==> src/rtl/xgpio_ctrl.sv <==
// xgpio_ctrl: register-mapped GPIO block with synchronised, debounced inputs,
// edge-event capture with a registered interrupt, and optionally blinking outputs.
module xgpio_ctrl #(
    parameter int DATA_W    = 32,
    parameter int N_IN      = 8,
    parameter int N_OUT     = 8,
    parameter int CNT_W     = 16,
    parameter int DEB_RST   = 1000,
    parameter int BLINK_RST = 0
) (
    input  logic              clk,
    input  logic              rst,
    input  logic              sel,
    input  logic              we,
    input  logic [2:0]        addr,
    input  logic [DATA_W-1:0] data_in,
    output logic [DATA_W-1:0] data_out,
    input  logic [N_IN-1:0]   in_pins,
    output logic [N_OUT-1:0]  out_pins,
    output logic              irq
);
    localparam logic [CNT_W-1:0] CNT_ONE = {{(CNT_W-1){1'b0}}, 1'b1};

    logic [N_IN-1:0]            sync1_q, sync1_d, sync2_q, sync2_d;
    logic [N_IN-1:0]            stable_q, stable_d, prev_q, prev_d;
    logic [N_IN-1:0]            event_q, event_d, rise_en_q, rise_en_d, fall_en_q, fall_en_d;
    logic [N_IN-1:0][CNT_W-1:0] cnt_q, cnt_d;
    logic [N_OUT-1:0]           out_q, out_d, blink_en_q, blink_en_d, out_pins_q, out_pins_d;
    logic [CNT_W-1:0]           deb_lim_q, deb_lim_d, blink_div_q, blink_div_d, presc_q, presc_d;
    logic                       phase_q, phase_d, irq_q, irq_d;
    logic                       wr_s, deb_wr_s, blink_wr_s, unused_s;
    logic [N_IN-1:0]            ev_clr_s, ev_set_s;

    assign wr_s     = sel & we;
    assign unused_s = ^data_in;
    assign irq      = irq_q;
    assign out_pins = out_pins_q;

    // Register writes; EVENT only produces a clear mask that is merged with the set logic.
    always_comb begin
        rise_en_d   = rise_en_q;
        fall_en_d   = fall_en_q;
        out_d       = out_q;
        blink_en_d  = blink_en_q;
        deb_lim_d   = deb_lim_q;
        blink_div_d = blink_div_q;
        deb_wr_s    = 1'b0;
        blink_wr_s  = 1'b0;
        ev_clr_s    = '0;
        case ({wr_s, addr})
            4'b1_001: ev_clr_s   = data_in[N_IN-1:0];
            4'b1_010: rise_en_d  = data_in[N_IN-1:0];
            4'b1_011: fall_en_d  = data_in[N_IN-1:0];
            4'b1_100: out_d      = data_in[N_OUT-1:0];
            4'b1_101: blink_en_d = data_in[N_OUT-1:0];
            4'b1_110: begin
                deb_lim_d = data_in[CNT_W-1:0];
                deb_wr_s  = 1'b1;
            end
            4'b1_111: begin
                blink_div_d = data_in[CNT_W-1:0];
                blink_wr_s  = 1'b1;
            end
            default: ;
        endcase
    end

    // Input path: 2-flop synchroniser, mismatch-count debounce, edge events, irq.
    always_comb begin
        sync1_d  = in_pins;
        sync2_d  = sync1_q;
        prev_d   = stable_q;
        stable_d = stable_q;
        cnt_d    = cnt_q;
        for (int i = 0; i < N_IN; i++) begin
            if (deb_wr_s || (sync2_q[i] == stable_q[i])) begin
                cnt_d[i] = '0;
            end else if (cnt_q[i] == deb_lim_q) begin
                stable_d[i] = sync2_q[i];
                cnt_d[i]    = '0;
            end else begin
                cnt_d[i] = cnt_q[i] + CNT_ONE;
            end
        end
        // Edges are seen one cycle after the stable bit moves; a set beats a same-cycle clear.
        ev_set_s = (stable_q & ~prev_q & rise_en_q) | (~stable_q & prev_q & fall_en_q);
        event_d  = (event_q & ~ev_clr_s) | ev_set_s;
        irq_d    = |event_q;
    end

    // Blink prescaler/phase and the registered output drive.
    always_comb begin
        if (blink_wr_s) begin
            presc_d = '0;
            phase_d = 1'b0;
        end else if (presc_q == blink_div_q) begin
            presc_d = '0;
            phase_d = ~phase_q;
        end else begin
            presc_d = presc_q + CNT_ONE;
            phase_d = phase_q;
        end
        out_pins_d = out_q & (~blink_en_q | {N_OUT{phase_q}});
    end

    // Combinational read mux; anything other than a selected read returns zero.
    always_comb begin
        data_out = '0;
        case ({sel & ~we, addr})
            4'b1_000: data_out = DATA_W'(stable_q);
            4'b1_001: data_out = DATA_W'(event_q);
            4'b1_010: data_out = DATA_W'(rise_en_q);
            4'b1_011: data_out = DATA_W'(fall_en_q);
            4'b1_100: data_out = DATA_W'(out_q);
            4'b1_101: data_out = DATA_W'(blink_en_q);
            4'b1_110: data_out = DATA_W'(deb_lim_q);
            4'b1_111: data_out = DATA_W'(blink_div_q);
            default:  data_out = '0;
        endcase
    end

    // State registers.
    always_ff @(posedge clk or negedge rst) begin
        if (!rst) begin
            sync1_q     <= '0;
            sync2_q     <= '0;
            stable_q    <= '0;
            prev_q      <= '0;
            cnt_q       <= '0;
            event_q     <= '0;
            rise_en_q   <= '0;
            fall_en_q   <= '0;
            out_q       <= '0;
            blink_en_q  <= '0;
            deb_lim_q   <= CNT_W'(DEB_RST);
            blink_div_q <= CNT_W'(BLINK_RST);
            presc_q     <= '0;
            phase_q     <= 1'b0;
            irq_q       <= 1'b0;
            out_pins_q  <= '0;
        end else begin
            sync1_q     <= sync1_d;
            sync2_q     <= sync2_d;
            stable_q    <= stable_d;
            prev_q      <= prev_d;
            cnt_q       <= cnt_d;
            event_q     <= event_d;
            rise_en_q   <= rise_en_d;
            fall_en_q   <= fall_en_d;
            out_q       <= out_d;
            blink_en_q  <= blink_en_d;
            deb_lim_q   <= deb_lim_d;
            blink_div_q <= blink_div_d;
            presc_q     <= presc_d;
            phase_q     <= phase_d;
            irq_q       <= irq_d;
            out_pins_q  <= out_pins_d;
        end
    end
endmodule

==> config.mk <==
export PLATFORM = sky130hd
export DESIGN_NAME = xgpio_ctrl
export DESIGN_NICKNAME = d
export VERILOG_FILES = /design/src/rtl/xgpio_ctrl.sv
export SDC_FILE = /design/constraint.sdc
export NUM_CORES = 1
export LEC_CHECK = 0
export CAP_MARGIN = 25
export CORE_ASPECT_RATIO = 1.25
export CORE_MARGIN = 1.5
export CORE_UTILIZATION = 40
export DETAILED_ROUTE_END_ITERATION = 8
export GPL_TIMING_DRIVEN = 0
export HOLD_SLACK_MARGIN = 0.03
export PLACE_DENSITY_LB_ADDON = 0.15
export SLEW_MARGIN = 10
export SYNTH_ARGS = -nofsm -noshare
export SYNTH_HDL_FRONTEND = slang
export SYNTH_SLANG_ARGS = --single-unit
export TNS_END_PERCENT = 50
==> constraint.sdc <==
create_clock -name clk -period 2.5 [get_ports clk]
set_input_delay 0.5 -clock clk [delete_from_list [all_inputs] [get_ports clk]]
set_output_delay 0.5 -clock clk [all_outputs]
set_load 0.05 [all_outputs]
==> results by group, run 1 <==
Synth
  – Ys flop type: dfrtp_1
  – Post-synthesis instance total: 1,230
  – Cell variety after synth: 46
  – Synthesis Warnings: 0
  – Register bit total from synthesis: 258
  – Mean post-synth cell area: 10.8 sq um
  – Ys async rst share: 1.00
  – Seq/Total Area, Yosys: 0.487
  – Post-synth EDFFs: 0
  – Post-Syn Area: 13,300 sq um

Final layout
  – Post-Route Utilization: 0.476
  – Layout area overhead: 17.3%
  – Commonest non-fill, non-tap cell in the layout: dfrtp_1
  – Share of layout cells above drive strength 1: 0.167
  – # fillers: 3,056
  – Commonest cells after routing, fill and taps aside: dfrtp_1 (252), xor2_1 (207), nor2_1 (188), nand2_1 (105), xnor2_1 (72)
  – Antenna diodes: 0
  – Nets@finish: 1,397

Min path
  – Hold Path Depth: 0
  – Hold Crit Class: flop to flop

Power and ir drop
  – Power per standard cell area: 855 nW/um^2
  – VDD IR max: 0.618 mV
  – Power Total: 0.0133 W
  – Pleak: 7.23 nW

Drt
  – Vias per std cell: 5.03
  – Remaining antenna violation count: 0
  – Total routed wirelength: 32,400 um
  – DR DRC count: 0
  – Initial drt markers: 548
  – Via count: 8,954
  – Wire per inst: 18.2 um
  – Pre-antenna DRT Iters: 5

Setup path
  – Largest stage delay on the critical path: 0.45 ns
  – Crit-path cells: buf_12 -> mux4_2 -> a22o_1 -> buf_6
  – Crit start category: flop
  – Arr. time, crit path: 1.98 ns
  – Worst Path Required: 2.00 ns
  – Crit end category: primary output
  – R2r startpoint: deb_lim_q[1]
  – CP Capture Point: data_out[2]
  – Crit Path Class: flop to primary output
  – Critical Path Slowest Stage Cell: mux4_2
  – Worst Path Max Fanout: 10
  – Worst r2r path cells: 8
  – Crit path launch: deb_lim_q[2]
  – Reg2reg end: cnt_q[126]
  – Internal reg-to-reg setup slack: 0.42 ns

Floorplanning
  – Initial Util: 0.406
  – Ports: 88
  – Die Y: 207 um
  – Core area: 32,700 sq um
  – Die area: 34,300 sq um
  – Die width: 166 um
  – Site row count: 74

CTS
  – Root Buffer: clkbuf_16
  – Maximum root-to-sink buffer count: 3
  – CTS sink cnt: 258
  – Worst skew pair latency: 0.57 ns
  – Reg clk slew, reported paths: 0.05 ns
  – CTS buffer count: 29
  – CTS HTree Levels: 1
  – CTS tree: built

Placement
  – Final RePlAce weighted congestion: 0.812
  – Port bufs: 54
  – Setup WS pre-CTS: -1.10 ns
  – DP HPWL: 21,500 um

Global routing
  – Total grt overflow: 0
  – Largest net degree at the start of global routing: 107
  – Vias in the first global route: 9,282
  – First-pass GRT wire length: 52,700 um
  – Initial antenna violation count: 0
  – Total GRT Usage: 0.196

Timing
  – Fin Hold WS: 0.347 ns
  – Final worst slack: 0.0166 ns
  – Crit share post-route: 0.993
  – Max_slew headroom: 0.518
  – Unrepaired setup endpoints after global routing: true
  – Slew Limit Fails: 0
  – Slew @ Worst Pin: 0.718 ns
  – Final Critical Period: 2.48 ns
  – Final setup vio count: 0
  – Fin. Hold Viols: 0
  – Fmax: 0.403 GHz
  – Clock Skew: 0.0182 ns

Run status
  – Status: complete, no violations

Run
  – MaxCap Viol Count: 0
worst min path at each step:
stage / start / endpoint
after global placement: sync1_q[0] / sync2_q[0]
after CTS: in_pins[1] / sync1_q[1]
after global routing: in_pins[1] / sync1_q[1]
final: sync1_q[7] / sync2_q[7]
after detailed placement: sync1_q[7] / sync2_q[7]
after floorplan: rst / blink_div_q[0]
synthesized netlist by cell type, types with 20 or more instances:
master   instances  share of area
inv_1           23         0.0065
nand2_1        106          0.030
nand4_1         30          0.014
xnor2_1         72          0.048
and3_1          20         0.0094
dfrtp_1        252           0.48
nor2_1         190          0.054
nor4_1          37          0.017
xor2_1         207           0.14
nand3_1         54          0.020
buf_4           32          0.018
mux2_2          50          0.042
power by group:
group / total [W] / switching (W) / leakage [nW] / internal (W)
Combinational: 0.00347 / 0.00194 / 3.44 / 0.00153
Sequential: 0.00559 / 0.000728 / 3.33 / 0.00487
Clock: 0.00425 / 0.00173 / 0.458 / 0.00252
worst max-delay path, delay by kind of cell (launching register included):
kind / cells / cell delay [ns]
muxes: 1 / 0.45
buffers and inverters: 2 / 0.33
DFF: 1 / 0.40
AOI/OAI and AO/OA: 1 / 0.24
cell families (layout without fill, tap and decap cells):
logic type / count (synthesis) / after routing / share of synthesized area
other cells: 1 / 16 / 0.000283
mux: 80 / 80 / 0.0807
xor+xnor: 279 / 279 / 0.184
buf+inv: 84 / 202 / 0.0425
simple gates: 494 / 494 / 0.182
fa+ha+maj: 9 / 9 / 0.00849
compound gates: 25 / 25 / 0.0148
flops: 258 / 258 / 0.487
sequential cells by signal, indices dropped and copies added (netlist names):
| register | cells |
|---|---|
| blink_div_q | 16 |
| blink_en_q | 8 |
| cnt_q | 128 |
| deb_lim_q | 16 |
| event_q | 8 |
| fall_en_q | 8 |
| irq | 1 |
| out_pins | 8 |
| out_q | 8 |
| phase_q | 1 |
| presc_q | 16 |
| prev_d | 8 |
| prev_q | 8 |
| rise_en_q | 8 |
| sync1_q | 8 |
| sync2_q | 8 |
area by class of cell:
class,count,area (sq um),share of cell area
flip-flops and latches,258,6470,0.415
multi-input cells,903,6320,0.406
clock buffers,46,850,0.0546
repair buffers,67,678,0.0436
plain buffers,59,552,0.0354
well taps,418,523,0.0336
clock inverters,7,91.3,0.00587
inverters,23,86.3,0.00555
per-layer routing:
layer / vias up / track usage / wire [um]
li1: 4316 / - / -
met4: 0 / 0.0808 / 1170
met3: 56 / 0.0254 / 1090
met2: 163 / 0.330 / 15500
met5: - / 0 / 0
met1: 4419 / 0.256 / 14600
what timing repair did:
item	4_1_cts	5_1_grt
hold endpoints to repair	59	0
buffers inserted	1	9
gates resized for setup	114	22
hold buffers	1	0
endpoints found under the setup margin	16	16
pin swaps	0	7
metrics by stage:
stage	TNS [ns]	instances	instance area [sq um]
2_1_floorplan	0	1245	13300
3_3_place_gp	-2736.23	1717	14400
3_5_place_dp	-17.12	1719	14400
4_1_cts	-0.228	1772	15400
5_1_grt	-0.0671	1781	15600
6_report	0	1781	15600
Power figures use the tool's default switching activity.
==> run 2: changes to the inputs <==
--- a/config.mk
+++ b/config.mk
@@ -5,7 +5,6 @@
 export SDC_FILE = /design/constraint.sdc
 export NUM_CORES = 1
 export LEC_CHECK = 0
-export CAP_MARGIN = 25
 export CORE_ASPECT_RATIO = 1.25
 export CORE_MARGIN = 1.5
 export CORE_UTILIZATION = 40
==> results of run 2 <==
Final layout, timing and power as in run 1 (identical DEF).
==> run 3: changes to the inputs <==
--- a/config.mk
+++ b/config.mk
@@ -12,6 +12,7 @@
 export GPL_TIMING_DRIVEN = 0
 export HOLD_SLACK_MARGIN = 0.03
 export PLACE_DENSITY_LB_ADDON = 0.15
+export RECOVER_POWER = 100
 export SLEW_MARGIN = 10
 export SYNTH_ARGS = -nofsm -noshare
 export SYNTH_HDL_FRONTEND = slang
==> run 3 against run 2 <==
  * The flow now finishes with violations (capacitance limit, slew limit)
  * Die area unchanged
  * Clock-buffer cell count did not move
  * Routed wire length about the same
  * Critical endpoint is now data_out[14]
  * Highest routed layer unchanged
  * First-iteration DRC count down 3.5%
==> results by group, run 3 (synthesized netlist as in run 1, its figures left out) <==
Run status
  – Status: finished, violations left
  – Failing checks: capacitance limit, slew limit

Setup path
  – Worst r2r path cells: 7 (-1)
  – Worst Path Required: 2.00 ns (about the same)
  – Crit end category: primary output
  – R2r startpoint: deb_lim_q[3]
  – Arr. time, crit path: 2.00 ns (+0.02 ns)
  – Crit start category: primary input
  – Crit Path Class: primary input to primary output
  – Internal reg-to-reg setup slack: 0.15 ns (-0.27 ns)
  – Reg2reg end: cnt_q[76]
  – Worst Path Max Fanout: 8 (-2)

Final layout
  – Register area: 6470 sq um (unchanged)
  – Commonest cells after routing, fill and taps aside: dfrtp_1 (252), xor2_1 (207), nor2_1 (193), nand2_1 (105), xnor2_1 (72)
  – Nets@finish: 1,397 (unchanged)
  – Commonest non-fill, non-tap cell in the layout: dfrtp_1
  – Layout area overhead: 16.2%
  – Post-Route Utilization: 0.472 (-0.00444)
  – # fillers: 3,085 (+0.95%)
  – Largest register FFs: 128 (unchanged)
  – Multi-input gate area in the final layout: 6250 sq um (-1.2%)
  – Antenna diodes: 0 (unchanged)
  – Share of layout cells above drive strength 1: 0.156 (-0.0117)
  – Most flop-heavy register: cnt_q
  – Final Cell Area: 15,400 sq um (-0.93%)
  – Final cell count without fillers: 1,781 (unchanged)

Drt
  – Metal-1 WL: 14,700 um (+0.46%)
  – Vias per std cell: 5.04 (+0.25%)
  – Wire per inst: 18.2 um (about the same)
  – Remaining antenna violation count: 0 (unchanged)
  – Pre-antenna DRT Iters: 7 (+2)
  – Total routed wirelength: 32,400 um (about the same)
  – Met3 WL: 1070 um (-1.8%)
  – DR top layer: met4
  – Initial drt markers: 529 (-3.5%)
  – DR DRC count: 0 (unchanged)
  – Metal2 WL: 15,400 um (-0.64%)
  – Via count: 8,976 (+0.25%)

Timing
  – Final Critical Period: 2.50 ns (+0.0117 ns)
  – Max_slew headroom: -0.0737 (-0.591)
  – Slew @ Worst Pin: 1.61 ns (+0.893 ns)
  – Final setup vio count: 0 (unchanged)
  – Fin. Hold Viols: 0 (unchanged)
  – Fmax: 0.401 GHz (-0.47%)
  – Unrepaired setup endpoints after global routing: true
  – Clock Skew: 0.0205 ns (+0.00228 ns)
  – Slew Limit Fails: 60 (+60)
  – Crit share post-route: 0.998 (+0.00470)

CTS
  – Worst skew pair latency: 0.57 ns (about the same)
  – CTS tree: built
  – CTS buffer count: 29 (unchanged)
  – Maximum root-to-sink buffer count: 3 (unchanged)
  – CTS sink cnt: 258 (unchanged)
  – CTS HTree Levels: 1 (unchanged)
  – Root Buffer: clkbuf_16
  – Reg clk slew, reported paths: 0.05 ns (about the same)

Placement
  – Final RePlAce weighted congestion: 0.812 (unchanged)
  – Placed Area: 14,400 sq um (unchanged)
  – Placed insts: 1,719 (unchanged)
  – DP HPWL: 21,500 um (unchanged)
  – Port bufs: 54 (unchanged)

Floorplanning
  – Die width: 166 um (unchanged)
  – Die Y: 207 um (unchanged)
  – Site row count: 74 (unchanged)
  – Ports: 88 (unchanged)
  – Die area: 34,300 sq um (unchanged)
  – Core area: 32,700 sq um (unchanged)
  – Initial Util: 0.406 (unchanged)

Min path
  – WHS Endpoint: sync2_q[7]
  – Hold Path Depth: 0 (unchanged)
  – Hold Crit Class: flop to flop
  – Hold path start: sync1_q[7]

Global routing
  – Total GRT Usage: 0.196 (unchanged)
  – Total grt overflow: 0 (unchanged)
  – First-pass GRT wire length: 52,700 um (unchanged)
  – Initial antenna violation count: 0 (unchanged)
  – Largest net degree at the start of global routing: 107 (unchanged)
  – Vias in the first global route: 9,282 (unchanged)

Power and ir drop
  – Power per standard cell area: 854 nW/um^2 (about the same)
  – VDD IR max: 0.607 mV (-1.8%)
  – Pleak: 7.18 nW (-0.68%)

Run
  – MaxCap Viol Count: 1 (+1)
-- run 3: cell types whose count changed in the layout (fill, tap and decap cells not counted), sizes merged --
cell and change:
clkdlybuf4s50 -18, dlygate4sd3 +18, buf -11, clkbuf +11
-- run 3: worst max path at each step --
stage	end	slack [ns]	from	cells after the start
finish	data_out[14]	0.005	addr[2]	5
global route	data_out[2]	-0.05	deb_lim_q[2]	4
CTS	data_out[2]	-0.07	deb_lim_q[2]	4
detailed placement	data_out[10]	-1.10	addr[1]	6
global placement	cnt_q[44]	-10.65	rst	1
floorplan	data_out[10]	0.19	we	4
-- run 3: layout make-up --
cell class / count / area share
multi-input cells: 903 / 0.405
repair buffers: 67 / 0.0420
inverters: 23 / 0.00560
flip-flops and latches: 258 / 0.419
clock inverters: 7 / 0.00592
plain buffers: 59 / 0.0332
clock buffers: 46 / 0.0551
well taps: 418 / 0.0339
-- run 3: critical path, stage by stage --
cell and delay (ns):
dlygate4sd3_1 0.63, and3b_2 0.33, nand2_4 0.12, nor2_1 0.21, buf_6 0.19
-- run 3: where the power goes --
| part | switching, W | internal (W) | total [W] | leakage, nW |
|---|---|---|---|---|
| clock | 0.00173 | 0.00252 | 0.00425 | 0.458 |
| sequential | 0.000725 | 0.00487 | 0.00559 | 3.33 |
| combinational | 0.00191 | 0.00143 | 0.00334 | 3.39 |
| total | 0.00436 | 0.00881 | 0.0132 | 7.18 |
-- run 3: stage by stage --
stage	setup WS, ns	hold WS (ns)	TNS, ns	power (W)
after floorplan	0.190	0.204	0	0.00791
after global placement	-10.65	0.332	-2736.23	0.00900
after detailed placement	-1.10	0.336	-17.12	0.00906
after CTS	-0.0663	0.336	-0.228	0.0134
after global routing	-0.0497	0.365	-1.14	0.0139
final	0.00487	0.347	0	0.0132
-- run 3: repair_timing --
action	4_1_cts	5_1_grt
pin swaps	0	7
gates resized for setup	114	22
setup buffers	1	9
setup endpoints to repair	16	16
cloned	0	0
hold buffers	1	0
endpoints found under the hold margin	59	0
-- run 3: routing by layer --
metal	up-vias	global-route usage
li1	4319	-
met1	4435	0.256
met2	162	0.330
met3	60	0.0254
met4	0	0.0808
met5	-	0
==> patch 1, RTL diff (flow settings as in run 1) <==
Add an input register stage for `sel`, `we`, `addr`, `data_in` and `in_pins`; this delays them by one clock.
--- a/src/rtl/xgpio_ctrl.sv
+++ b/src/rtl/xgpio_ctrl.sv
@@ -21,6 +21,20 @@
 );
     localparam logic [CNT_W-1:0] CNT_ONE = {{(CNT_W-1){1'b0}}, 1'b1};
 
+    logic sel_q;
+    logic we_q;
+    logic [2:0] addr_q;
+    logic [DATA_W-1:0] data_q;
+    logic [N_IN-1:0] in_pins_q;
+
+    always_ff @(posedge clk) begin
+        sel_q     <= sel;
+        we_q      <= we;
+        addr_q    <= addr;
+        data_q    <= data_in;
+        in_pins_q <= in_pins;
+    end
+
     logic [N_IN-1:0]            sync1_q, sync1_d, sync2_q, sync2_d;
     logic [N_IN-1:0]            stable_q, stable_d, prev_q, prev_d;
     logic [N_IN-1:0]            event_q, event_d, rise_en_q, rise_en_d, fall_en_q, fall_en_d;
@@ -31,8 +45,8 @@
     logic                       wr_s, deb_wr_s, blink_wr_s, unused_s;
     logic [N_IN-1:0]            ev_clr_s, ev_set_s;
 
-    assign wr_s     = sel & we;
-    assign unused_s = ^data_in;
+    assign wr_s     = sel_q & we_q;
+    assign unused_s = ^data_q;
     assign irq      = irq_q;
     assign out_pins = out_pins_q;
 
@@ -47,18 +61,18 @@
         deb_wr_s    = 1'b0;
         blink_wr_s  = 1'b0;
         ev_clr_s    = '0;
-        case ({wr_s, addr})
-            4'b1_001: ev_clr_s   = data_in[N_IN-1:0];
-            4'b1_010: rise_en_d  = data_in[N_IN-1:0];
-            4'b1_011: fall_en_d  = data_in[N_IN-1:0];
-            4'b1_100: out_d      = data_in[N_OUT-1:0];
-            4'b1_101: blink_en_d = data_in[N_OUT-1:0];
+        case ({wr_s, addr_q})
+            4'b1_001: ev_clr_s   = data_q[N_IN-1:0];
+            4'b1_010: rise_en_d  = data_q[N_IN-1:0];
+            4'b1_011: fall_en_d  = data_q[N_IN-1:0];
+            4'b1_100: out_d      = data_q[N_OUT-1:0];
+            4'b1_101: blink_en_d = data_q[N_OUT-1:0];
             4'b1_110: begin
-                deb_lim_d = data_in[CNT_W-1:0];
+                deb_lim_d = data_q[CNT_W-1:0];
                 deb_wr_s  = 1'b1;
             end
             4'b1_111: begin
-                blink_div_d = data_in[CNT_W-1:0];
+                blink_div_d = data_q[CNT_W-1:0];
                 blink_wr_s  = 1'b1;
             end
             default: ;
@@ -67,7 +81,7 @@
 
     // Input path: 2-flop synchroniser, mismatch-count debounce, edge events, irq.
     always_comb begin
-        sync1_d  = in_pins;
+        sync1_d  = in_pins_q;
         sync2_d  = sync1_q;
         prev_d   = stable_q;
         stable_d = stable_q;
@@ -106,7 +120,7 @@
     // Combinational read mux; anything other than a selected read returns zero.
     always_comb begin
         data_out = '0;
-        case ({sel & ~we, addr})
+        case ({sel_q & ~we_q, addr_q})
             4'b1_000: data_out = DATA_W'(stable_q);
             4'b1_001: data_out = DATA_W'(event_q);
             4'b1_010: data_out = DATA_W'(rise_en_q);
Check against the original RTL: not equivalent (Yosys sat finds a counterexample within 4 cycles, from zero or initial values and one cycle with rst low).
==> patch 1 against run 1 <==
The run now ends with setup timing left; final area is 4.9% higher; clock power is 12% higher; via count is 4.3% higher; setup slack worse by 0.019 ns; area after synthesis is 4.1% higher; routed wire length is 3.2% higher; sequential cell count is 29 higher; synthesized cell count is 4.5% higher; first-iteration DRC count is 8.0% lower; die area is 4.0% higher; clock skew is 0.0058 ns lower; critical path depth stayed put; power is 6.0% higher; largest power group unchanged.
==> patch 1: results (changes against run 1) <==
DR vias/cell 5.05 (+0.37%); cells after synthesis 1285 (+4.5%); multi-input gates 934 (+3.4%); multi-input logic portion of the cell area 38.9% (-1.7 points); routed wl met2 15.8 mm (+2.2%); WL met3 1.20 mm (+11%); Area Growth Syn to Fin 18.2%; hold slack final 0.322 ns (-0.0245 ns); Area after DPL 0.0150 mm2 (+3.9%); Worst Skew 0.0125 ns (-0.00576 ns); Worst Setup SP addr_q[0]; pre-CTS WS -0.438 ns (+0.657 ns); DIE AREA 0.0357 mm2 (+4.0%); seq_cells 287 (+11%); Detailed Route Iter0 Violations 504 (-8.0%); port bufs 55 (+1.9%); fillcell total 3152 (+3.1%); R2R Path End prev_d[1]; Logic inverters 19 (-17%); Signal buffers 131 (+4.0%); M1 wire length 15.5 mm (+6.2%); ratio of cells with drive above 1 in the final layout 16.3% (-0.41 points); first-pass GRT wire length 53.5 mm (+1.5%); Critical Path Sink data_out[7]; sequential area share after synthesis 51.0% (+2.3 points); vias in the first global route 9630 (+3.7%); worst hold start in_pins_q[0]; fin worst setup slack -0.00199 ns (-0.0186 ns); Detail Placement HPWL 22.0 mm (+2.5%); Layout clock area frac 6.51% (+0.47 points); clkbuf count 49 (+6.5%); Max IR drop VDD 0.000537 V (-13%); sequential power share 42.8% (+0.8 points); switching power 4.46 mW (+1.4%); Netlist cell types 44 (-4.3%); combinational share of power 23.6% (-2.4 points); Fin Setup TNS -0.00396 ns (-0.00396 ns); depth of the most critical reg-to-reg path 6 (-2); worst-margin pin slew 0.838 ns (+0.120 ns); largest cells by area after synthesis dfrtp_1, xor2_1, nor2_1; Hold Crit Endpoint sync1_q[0]; clk_lat worst skew 0.55 ns (-0.02 ns); Inst Count DP 1780 (+3.5%); met3 Resource Use GR 2.19% (-0.34 points); met1 global-route usage 26.3% (+0.67 points); Worst Path Arrival 2.00 ns (+0.02 ns); Clk power 4.75 mW (+12%); max incr delay on CP 0.50 ns (+0.05 ns); violated checks setup timing; total clock buffers created by CTS 31 (+6.9%); routed wire length per instance 18.0 um (-0.70%); GRT Resource Usage Total 19.2% (-0.36 points); non-filler cells, final 1851 (+3.9%); Final setup viols 2 (+2); 1st-pass router iterations 6 (+1); status complete, but fails checks
## patch 1: cell count changes in the layout (fill, tap and decap cells not counted), sizes merged, moves of 5 or more
cell,run 1,this run
nor2,196,190
dfxtp,0,29
nor3,6,11
mux4,16,7
inv,24,19
nand3,63,71
nand2,106,121
## patch 1: kinds of logic (layout without fill, tap and decap cells)
kind of cell / count (synthesis) / after routing / share of synthesized area [%]
other: 1 / 16 / 0.0272
buffers and inverters: 79 / 207 / 3.86
AO/OA/AOI/OAI: 40 / 40 / 2.13
adder cells (fa/ha/maj): 9 / 9 / 0.815
XOR/XNOR: 279 / 279 / 17.7
flip-flops: 287 / 287 / 51.0
AND/OR/NAND/NOR: 518 / 518 / 18.1
multiplexers: 72 / 72 / 6.38
## patch 1: repair_timing
| item | CTS | global route |
|---|---|---|
| pin swaps | 6 | 9 |
| hold buffers | 1 | 0 |
| endpoints found under the setup margin | 16 | 16 |
| hold endpoints to repair | 66 | 0 |
| cloned | 0 | 2 |
| resized for setup | 127 | 22 |
| setup buffers | 6 | 5 |
==> patch 2, RTL diff (config.mk and constraints of run 1) <==
Made on the original files. The parameter `DATA_W` goes from 32 to 64.
--- a/src/rtl/xgpio_ctrl.sv
+++ b/src/rtl/xgpio_ctrl.sv
@@ -1,7 +1,7 @@
 // xgpio_ctrl: register-mapped GPIO block with synchronised, debounced inputs,
 // edge-event capture with a registered interrupt, and optionally blinking outputs.
 module xgpio_ctrl #(
-    parameter int DATA_W    = 32,
+    parameter int DATA_W    = 64,
     parameter int N_IN      = 8,
     parameter int N_OUT     = 8,
     parameter int CNT_W     = 16,
Ports: changed (resized data_in and data_out); port bits go from 88 to 152. The function was not compared with the original's and may differ.
==> patch 2 against run 1 <==
Area after synthesis rose by 1.8%; core utilization barely moved; clock power rose by 3%; combinational power rose by 3%; setup slack got worse by 0.0026 ns; power rose by 1.7%; non-clock buffer count rose by 29; routed wire length fell by 0.26%; final area rose by 2.2%; sequential cell count did not move; final cell count rose by 3.7%; synthesized cell count rose by 2.6%; sequential power barely moved.
==> patch 2: results (changes against run 1) <==
status complete, no violations; 1st-pass router iterations 4 (-1); top cells by count, synth dfrtp_1, xor2_1, nor2_1, nand2_1, xnor2_1; Netlist cell types 46 (unchanged); HP Class reg2reg; Top delay family on crit path multiplexers; slowest CP cell mux4_2; leak pwr 7.51 nW (+3.9%); port bufs 54 (unchanged); worst hold start sync1_q[5]; pre-CTS WS -1.12 ns (-0.0269 ns); root buffer cell clkbuf_16; Inst Count DP 1788 (+4.0%); max_slew headroom 52.7% (+0.89 points); H-tree depth 1 (unchanged); Placer Congestion 0.792 (-2.5%); reg2reg setup slack 0.45 ns (+0.03 ns); vias 9016 (+0.69%); maximum clock insertion buffer count 3 (unchanged); Worst Path Arrival 1.99 ns; ratio of cells with drive above 1 in the final layout 18.5% (+1.7 points); Avg Inst Size Synth 10.7 um2 (-0.77%); max incr delay on CP 0.48 ns (+0.03 ns); Max IR drop VDD 0.000454 V (-26%); first-pass GRT wire length 51.2 mm (-2.8%); critical-path maximum fanout 10 (unchanged); Detailed Route Iter0 Violations 459 (-16%); DR vias/cell 4.88 (-2.9%); sequential area share after synthesis 47.9% (-0.87 points); Area after DPL 0.0148 mm2 (+2.5%); Syn. warnings 0 (unchanged); routed wire length per instance 17.5 um (-3.8%); R2R Path End prev_d[3]; Most flops, register cnt_q; Detail Placement HPWL 21.6 mm (+0.35%); Largest register FFs 128 (unchanged); total clock buffers created by CTS 29 (unchanged); Hold Crit Endpoint sync2_q[5]; Worst-path clk slew 0.06 ns; largest cells by area after synthesis dfrtp_1, xor2_1, nor2_1; depth of the most critical reg-to-reg path 7 (-1); reg2reg start deb_lim_q[4]; initial antenna violation count 0 (unchanged); vias in the first global route 9099 (-2.0%); number of stages on the worst hold path 0 (unchanged); largest net degree at the start of global routing 107 (unchanged); Diodes inserted 0 (unchanged); count leader, synth dfrtp_1; Slew Limit Fails 0 (unchanged); hold slack final 0.342 ns (-0.00443 ns); nets@finish 1490 (+6.7%); GRT Resource Usage Total 18.8% (-0.75 points); Fin Setup TNS 0 ns (unchanged); clk_lat worst skew 0.55 ns (-0.02 ns); Async S/R FF share, synth 100% (unchanged); Worst Skew 0.00861 ns (-0.00963 ns)
patch 2: metal layers:
layer / routed length (um) / share of wire (%) / GRT usage [%]
met5: 0 / 0 / 0
met4: 906 / 2.8 / 6.03
met3: 1180 / 3.7 / 2.47
met2: 15400 / 48 / 31.8
met1: 14800 / 46 / 25.1
patch 2: where the power goes:
| part | total (mW) | internal [mW] | switching (mW) |
|---|---|---|---|
| Clock | 4.36 | 2.64 | 1.72 |
| Combinational | 3.59 | 1.55 | 2.05 |
| Sequential | 5.59 | 4.86 | 0.723 |
patch 2: worst max-delay path by stage:
stage	from	to	slack [ns]
6_report	deb_lim_q[1]	data_out[1]	0.01
5_1_grt	deb_lim_q[1]	data_out[1]	-0.03
4_1_cts	deb_lim_q[1]	data_out[1]	-0.06
3_5_place_dp	addr[1]	data_out[10]	-1.12
3_3_place_gp	rst	cnt_q[120]	-10.48
2_1_floorplan	we	data_out[10]	0.19
patch 2: what timing repair did:
action,CTS,global route
endpoints found under the hold margin,70,0
resized for setup,105,19
setup endpoints to repair,16,11
buffers inserted,1,5
pin swaps,2,3
hold buffers,1,0
patch 2: layout make-up:
class | count | area (um2)
Fill cell | 3170 | 17500
Sequential cell | 258 | 6460
Multi-Input combinational cell | 935 | 6430
Clock buffer | 39 | 833
Buffer | 92 | 788
Timing Repair Buffer | 63 | 634
Tap cell | 423 | 529
Clock inverter | 14 | 151
Inverter | 23 | 86.3
patch 2: kinds of logic (layout without fill, tap and decap cells):
family,after synthesis,count (layout),share of synthesized area [%]
adders and majority gates,9,9,0.834
muxes,80,80,7.93
and+or+nand+nor,494,494,17.9
other,1,48,0.0278
buffers and inverters,116,231,5.96
xor gates and xnor gates,279,279,18.1
AOI/OAI and AO/OA,25,25,1.45
DFF,258,258,47.9
